File: src/rtl/cpu_fetch_unit.sv
// cpu_fetch_unit: instruction fetch front end with run/idle FSM, credit-gated prefetch FIFO and redirect flush
// Ports: clock/reset (sync, active-high); enable/start/halt_req steer IDLE/RUN; redir_valid/redir_pc redirect fetch;
//   i_req/i_addr/i_datain drive the instruction memory (data one cycle after i_req);
//   id_valid/id_ready/id_ir/id_pc hand instructions to decode; running is high in RUN.
// Define FETCH_BYPASS_EN to forward a live response straight to decode when the FIFO is empty.
module cpu_fetch_unit #(
  parameter int IW = 16,
  parameter int AW = 8,
  parameter int DEPTH = 4,
  parameter logic [AW-1:0] RESET_PC = '0
) (
  input  logic          clock,
  input  logic          reset,
  input  logic          enable,
  input  logic          start,
  input  logic          halt_req,
  input  logic          redir_valid,
  input  logic [AW-1:0] redir_pc,
  output logic          i_req,
  output logic [AW-1:0] i_addr,
  input  logic [IW-1:0] i_datain,
  output logic          id_valid,
  input  logic          id_ready,
  output logic [IW-1:0] id_ir,
  output logic [AW-1:0] id_pc,
  output logic          running
);
  localparam int PW = $clog2(DEPTH);
  typedef enum logic {IDLE, RUN} state_t;
  state_t r_state, w_state_nxt;
  logic [AW-1:0] r_pc, r_pend_pc, w_pc_nxt, w_res;
  logic r_pend;
  logic [IW-1:0] r_fifo_ir [DEPTH];
  logic [AW-1:0] r_fifo_pc [DEPTH];
  logic [PW:0] r_wr, r_rd, w_cnt, w_occ;
  logic [PW-1:0] w_rd_idx, w_rd_nidx, w_wr_idx;
  logic w_run, w_leave, w_redir, w_flush, w_empty, w_live, w_byp, w_pop, w_pop_fifo, w_push, w_issue;
  always_comb begin
    w_run = r_state == RUN;
    w_leave = w_run & (!enable | halt_req);
    w_redir = w_run & !w_leave & redir_valid;
    w_flush = w_leave | w_redir;
    w_cnt = r_wr - r_rd;
    w_empty = w_cnt == '0;
    w_rd_idx = r_rd[PW-1:0];
    w_rd_nidx = w_rd_idx + PW'(1);
    w_wr_idx = r_wr[PW-1:0];
    w_live = r_pend & w_run & !w_flush;
`ifdef FETCH_BYPASS_EN
    w_byp = w_live & w_empty;
`else
    w_byp = 1'b0;
`endif
    id_valid = (w_run & !w_empty) | w_byp;
    id_ir = !w_empty ? r_fifo_ir[w_rd_idx] : w_byp ? i_datain : '0;
    id_pc = !w_empty ? r_fifo_pc[w_rd_idx] : w_byp ? r_pend_pc : '0;
    w_pop = id_valid & id_ready;
    w_pop_fifo = w_pop & !w_empty;
    w_push = w_live & !(w_byp & id_ready);
    // credit: entries held plus the one in flight, less what decode takes now
    w_occ = w_cnt + (PW+1)'(r_pend) - (PW+1)'(w_pop);
    w_issue = w_run & !w_flush & (w_occ < (PW+1)'(DEPTH));
    // resume at the first address decode has not taken; FIFO, in-flight and pc are consecutive
    w_res = (w_cnt > (PW+1)'(w_pop_fifo)) ? (w_pop_fifo ? r_fifo_pc[w_rd_nidx] : r_fifo_pc[w_rd_idx]) :
            r_pend ? r_pend_pc : r_pc;
    w_pc_nxt = w_leave ? w_res : w_redir ? redir_pc : w_issue ? r_pc + AW'(1) : r_pc;
    w_state_nxt = w_run ? (w_leave ? IDLE : RUN) : ((enable & start) ? RUN : IDLE);
    i_req = w_issue;
    i_addr = r_pc;
    running = w_run;
  end
  always_ff @(posedge clock) begin
    if (reset) r_state <= IDLE;
    else r_state <= w_state_nxt;
  end
  always_ff @(posedge clock) begin
    if (reset) begin
      r_pc <= RESET_PC;
      r_pend <= 1'b0;
      r_pend_pc <= '0;
      r_wr <= '0;
      r_rd <= '0;
    end else begin
      r_pc <= w_pc_nxt;
      r_pend <= w_issue;
      if (w_issue) r_pend_pc <= r_pc;
      if (w_flush) begin
        r_wr <= '0;
        r_rd <= '0;
      end else begin
        if (w_push) r_wr <= r_wr + (PW+1)'(1);
        if (w_pop_fifo) r_rd <= r_rd + (PW+1)'(1);
      end
    end
  end
  always_ff @(posedge clock) begin
    if (w_push) begin
      r_fifo_ir[w_wr_idx] <= i_datain;
      r_fifo_pc[w_wr_idx] <= r_pend_pc;
    end
  end
endmodule

File: config.mk
export PLATFORM = sky130hd
export DESIGN_NAME = cpu_fetch_unit
export DESIGN_NICKNAME = d
export VERILOG_FILES = /design/src/rtl/cpu_fetch_unit.sv
export SDC_FILE = /design/constraint.sdc
export NUM_CORES = 1
export LEC_CHECK = 0
export CORE_MARGIN = 3
export CORE_UTILIZATION = 56
export CTS_CLUSTER_SIZE = 10
export DETAILED_ROUTE_END_ITERATION = 8
export PLACE_DENSITY = 0.79
export SKIP_LAST_GASP = 1
export SYNTH_ARGS = -nofsm -noshare
export SYNTH_HDL_FRONTEND = slang
export SYNTH_SLANG_ARGS = --single-unit
export TNS_END_PERCENT = 100
File: constraint.sdc
create_clock -name clock -period 4.6 [get_ports clock]
set_input_delay 1.15 -clock clock [delete_from_list [all_inputs] [get_ports clock]]
set_output_delay 1.15 -clock clock [all_outputs]
set_load 0.03 [all_outputs]
==> impl_results.md <==
* Transition at the pin with the smallest max-transition slack at 0.769 ns
* Number of cells upsized or downsized after cts at 1
* Average via count per standard cell at 5.71
* Leading cell type by number of instances after synthesis: sky130_fd_sc_hd__edfxtp_1
* Setup Slack @ Placement at 0.422 ns
* Grt ovf at 0
* Maximum clock rate at 0.226 GHz
* Overall power of the completed layout at 2460 uW
* Highest fanout seen on the critical path at 4
* CP cell instances: inv_1, ha_1, fa_2, nand2_2, o21ai_4, inv_1, ha_1, inv_1, ha_1, and3b_1, o21ai_0, and3b_1, buf_4
* HPWL Detailed at 6990 um
* Pin count of the biggest net entering global routing at 26
* Critical path class: flop to output pin
* Most frequent cells after synthesis: 96 x sky130_fd_sc_hd__edfxtp_1, 32 x sky130_fd_sc_hd__mux4_2, 32 x sky130_fd_sc_hd__nor2_1, 26 x sky130_fd_sc_hd__dfxtp_1, 26 x sky130_fd_sc_hd__nor2b_1
* Antenna Cells at 0
* Placer's final routability congestion estimate at 0.819
* Largest stage delay on the critical path at 0.58 ns
* Setup_tns at 0 ns
* Post-synthesis sequential area ratio at 62.1%
* Syn_area_per_cell at 15.3 sq um
* Number of levels the H-tree was split into at 4
* Core region area at 9370 sq um
* Status: complete, no violations
* Number of buffers inserted by post-CTS setup repair at 0
* Clock transition at the register clock pins on the worst setup and hold paths after CTS at 0.06 ns
* Yosys top cell by area: sky130_fd_sc_hd__edfxtp_1
* HP Class: flop to flop
* TritonCTS clock tree: built
* Number of failing hold endpoints at the final stage at 0
* Wire length of the first global-routing pass at 17900 um
* Total setup violations reported at the end of the flow at 0
* Critical Path AT at 3.28 ns
* Post-Place Cell Area at 6270 sq um
* Initial antenna violation count at 0
* Normalized max-slew margin at 48.7%
* Cell types occupying the most area after synthesis: sky130_fd_sc_hd__edfxtp_1 53%, sky130_fd_sc_hd__mux4_2 13%, sky130_fd_sc_hd__dfxtp_1 9.5%, sky130_fd_sc_hd__nor2b_1 3.0%, sky130_fd_sc_hd__mux2i_1 2.9%
* CTS Buf Count at 17
* Synth-to-Final Area Change at 24.6%
* Depth of the critical timing path with buffers and inverters included at 13
* Power per cell area at 360 nW/um^2
* Initial core utilization at 58.5%
* Area share of the largest cell type after synthesis at 52.6%
* Rows at 35
* Startpoint of the worst-slack reg-to-reg timing path: r_wr[0]$_SDFFE_PP0P_
* Longest Clk Path Bufs at 2
* Die Ht at 105 um
* Final Net Count at 477
* Remaining antenna violation count after routing at 0
* Count of buffering cells on the critical path with inverters included at 4
* Final WS setup at 0.171 ns
* Post-route cell area at 6830 sq um
* Static leakage at 0.00230 uW
* Number of sinks driven by the clock tree at 122
* Total of buffers placed on input and output ports at 65
* Worst path top cell family by delay: adder cells
* Fill count at 625
* Required time at the endpoint of the critical path at 3.45 ns
* Type of origin of the critical path: flop
* Via count of the first global-routing pass at 3405
* Number of synthesized flops with an enable pin at 96
* Clock period minus worst slack at 4.43 ns
* Count of cells along the worst register-to-register path at 16
* Startpoint of the most critical setup path: r_wr[0]$_SDFFE_PP0P_
* Final period utilization at 96.3%
* FF-to-FF setup slack at 0.92 ns
* Number of pins exceeding their max-slew limit in the final report at 0
* Primary FF master, synth: sky130_fd_sc_hd__edfxtp_1
* Reg2Reg Capture Point: i_addr[4]$_SDFFE_PP0P_
* Final routed DRC violation total at 0
* Total via count after detailed routing at 3288
* Count of boundary I/O pins at 66
* Maximum clock skew at final layout at 0.00918 ns
* Termination of the worst setup path: i_req
* Ys Warns at 0
* Total of max-cap violations at 0
* Slowest stage cell on the critical path: sky130_fd_sc_hd__fa_2
* Post-detailed-route wirelength per cell at 19.1 um
* Synth cell types at 42
* Setup repair after global routing missed its margin: no
* Nets in the synthesized netlist at 401
* Root Buffer: sky130_fd_sc_hd__clkbuf_8
* Flop and latch count out of synthesis at 122
* Routed wire length at 11000 um
* Post-Synthesis Cell Area at 5480 sq um
* Total global routing track utilization at 21.6%
* Cts hold-fix bufs at 0
* Fraction of final layout cells with drive strength greater than 1 at 20.4%
* IR drop worst, VDD at 0.000276 V
* Worst skew pair latency at 0.51 ns
* Kind of end point of the critical path: output pin
* Post-synthesis async set-or-reset flop share at 0%
* DRC violation total after the first TritonRoute iteration at 249
* Overall die area at 11000 sq um
* Instance count of the mapped netlist at 358
* Horizontal extent of the die at 105 um
* Drt first pass iters at 5
## metal layers
layer  up-vias  global-route usage [%]  share of wire [%]
met4         0                    6.09                1.1
met5         -                       0                  0
met1      1669                    27.6                 42
met3         8                    6.49                4.0
met2        84                    36.0                 53
li1       1527                       -                  -
## power by group
part | total (uW) | switching [uW] | leakage, uW | internal [uW]
Clock | 1210 | 531 | 0.000262 | 682
Combinational | 59.2 | 26.2 | 0.000957 | 33.0
Sequential | 1190 | 3.97 | 0.00108 | 1180
## cell usage in the layout, fill, tap and decap left out, types with 2 or more instances in the layout
master,count
sky130_fd_sc_hd__edfxtp_1,96
sky130_fd_sc_hd__clkdlybuf4s50_1,64
sky130_fd_sc_hd__mux4_2,32
sky130_fd_sc_hd__nor2_1,31
sky130_fd_sc_hd__nor2b_1,26
sky130_fd_sc_hd__dfxtp_1,25
sky130_fd_sc_hd__mux2i_1,16
sky130_fd_sc_hd__nand2_1,16
sky130_fd_sc_hd__clkbuf_16,16
sky130_fd_sc_hd__buf_4,12
sky130_fd_sc_hd__ha_1,11
sky130_fd_sc_hd__a21oi_1,10
sky130_fd_sc_hd__a211oi_1,9
sky130_fd_sc_hd__inv_1,8
sky130_fd_sc_hd__and3_1,6
sky130_fd_sc_hd__inv_6,6
sky130_fd_sc_hd__xor2_1,5
sky130_fd_sc_hd__nor3_1,4
sky130_fd_sc_hd__o21ai_0,4
sky130_fd_sc_hd__xnor2_1,4
sky130_fd_sc_hd__nand3_1,4
sky130_fd_sc_hd__and2_1,3
sky130_fd_sc_hd__or3_1,3
sky130_fd_sc_hd__clkinvlp_4,3
sky130_fd_sc_hd__inv_8,3
sky130_fd_sc_hd__and3b_1,2
sky130_fd_sc_hd__nor3_2,2
sky130_fd_sc_hd__a221oi_2,2
sky130_fd_sc_hd__a311oi_1,2
sky130_fd_sc_hd__o21ai_2,2
sky130_fd_sc_hd__clkinv_4,2
## logic make-up after synthesis
family,count (synthesis),synth area share [%]
muxes,49,16.3
and+or+nand+nor,106,10.2
adders and majority gates,12,2.88
DFF,122,62.1
xor gates and xnor gates,10,1.89
buffers and inverters,27,2.47
AOI/OAI and AO/OA,32,4.25
## worst reg2reg max path: cells and delay by family (launching register included)
family / cells / cell delay (ns)
AOI/OAI and AO/OA: 3 / 0.39
adders and majority gates: 4 / 1.18
buffers and inverters: 4 / 0.44
DFF: 1 / 0.40
and+or+nand+nor: 5 / 1.14
## area by class of cell
type	instances	area, sq um	area share (%)
Tap cell	129	161	2.36
Timing Repair Buffer	76	731	10.7
Clock buffer	17	414	6.07
Sequential cell	122	3400	49.9
Inverter	8	30.0	0.440
Clock inverter	15	131	1.92
Multi-Input combinational cell	209	1960	28.6
## worst min-delay path by stage
| stage | from | endpoint | slack, ns | cells past startpoint |
|---|---|---|---|---|
| 2_1_floorplan | r_pend_pc[5]$_SDFFE_PP0P_ | r_fifo_pc[0][5]$_DFFE_PP_ | 0.48 | 0 |
| 3_3_place_gp | r_rd[1]$_SDFFE_PP0P_ | r_rd[1]$_SDFFE_PP0P_ | 0.51 | 2 |
| 4_1_cts | r_pend_pc[5]$_SDFFE_PP0P_ | r_fifo_pc[0][5]$_DFFE_PP_ | 0.54 | 0 |
| 6_report | r_pend_pc[5]$_SDFFE_PP0P_ | r_fifo_pc[0][5]$_DFFE_PP_ | 0.54 | 0 |
| 5_1_grt | r_pend_pc[1]$_SDFFE_PP0P_ | r_fifo_pc[3][1]$_DFFE_PP_ | 0.55 | 0 |
| 3_5_place_dp | r_wr[2]$_SDFFE_PP0P_ | r_wr[2]$_SDFFE_PP0P_ | 0.53 | 2 |
## flip-flops by register name (all words and copies together) (netlist names), named ones only
register	cells
r_fifo_pc	32
r_wr	3
r_pend	1
r_pend_pc	8
r_rd	3
r_fifo_ir	64
running	1
i_addr	8
## stage by stage
stage                     hold WS [ns]  instances  utilization [%]
after detailed placement         0.531        544             66.9
after global routing             0.552        576             72.9
final                            0.544        576             72.9
after CTS                        0.539        576             72.8
after floorplan                  0.481        358                -
after global placement           0.510        544             66.9
(Power assumes the default switching activity.)
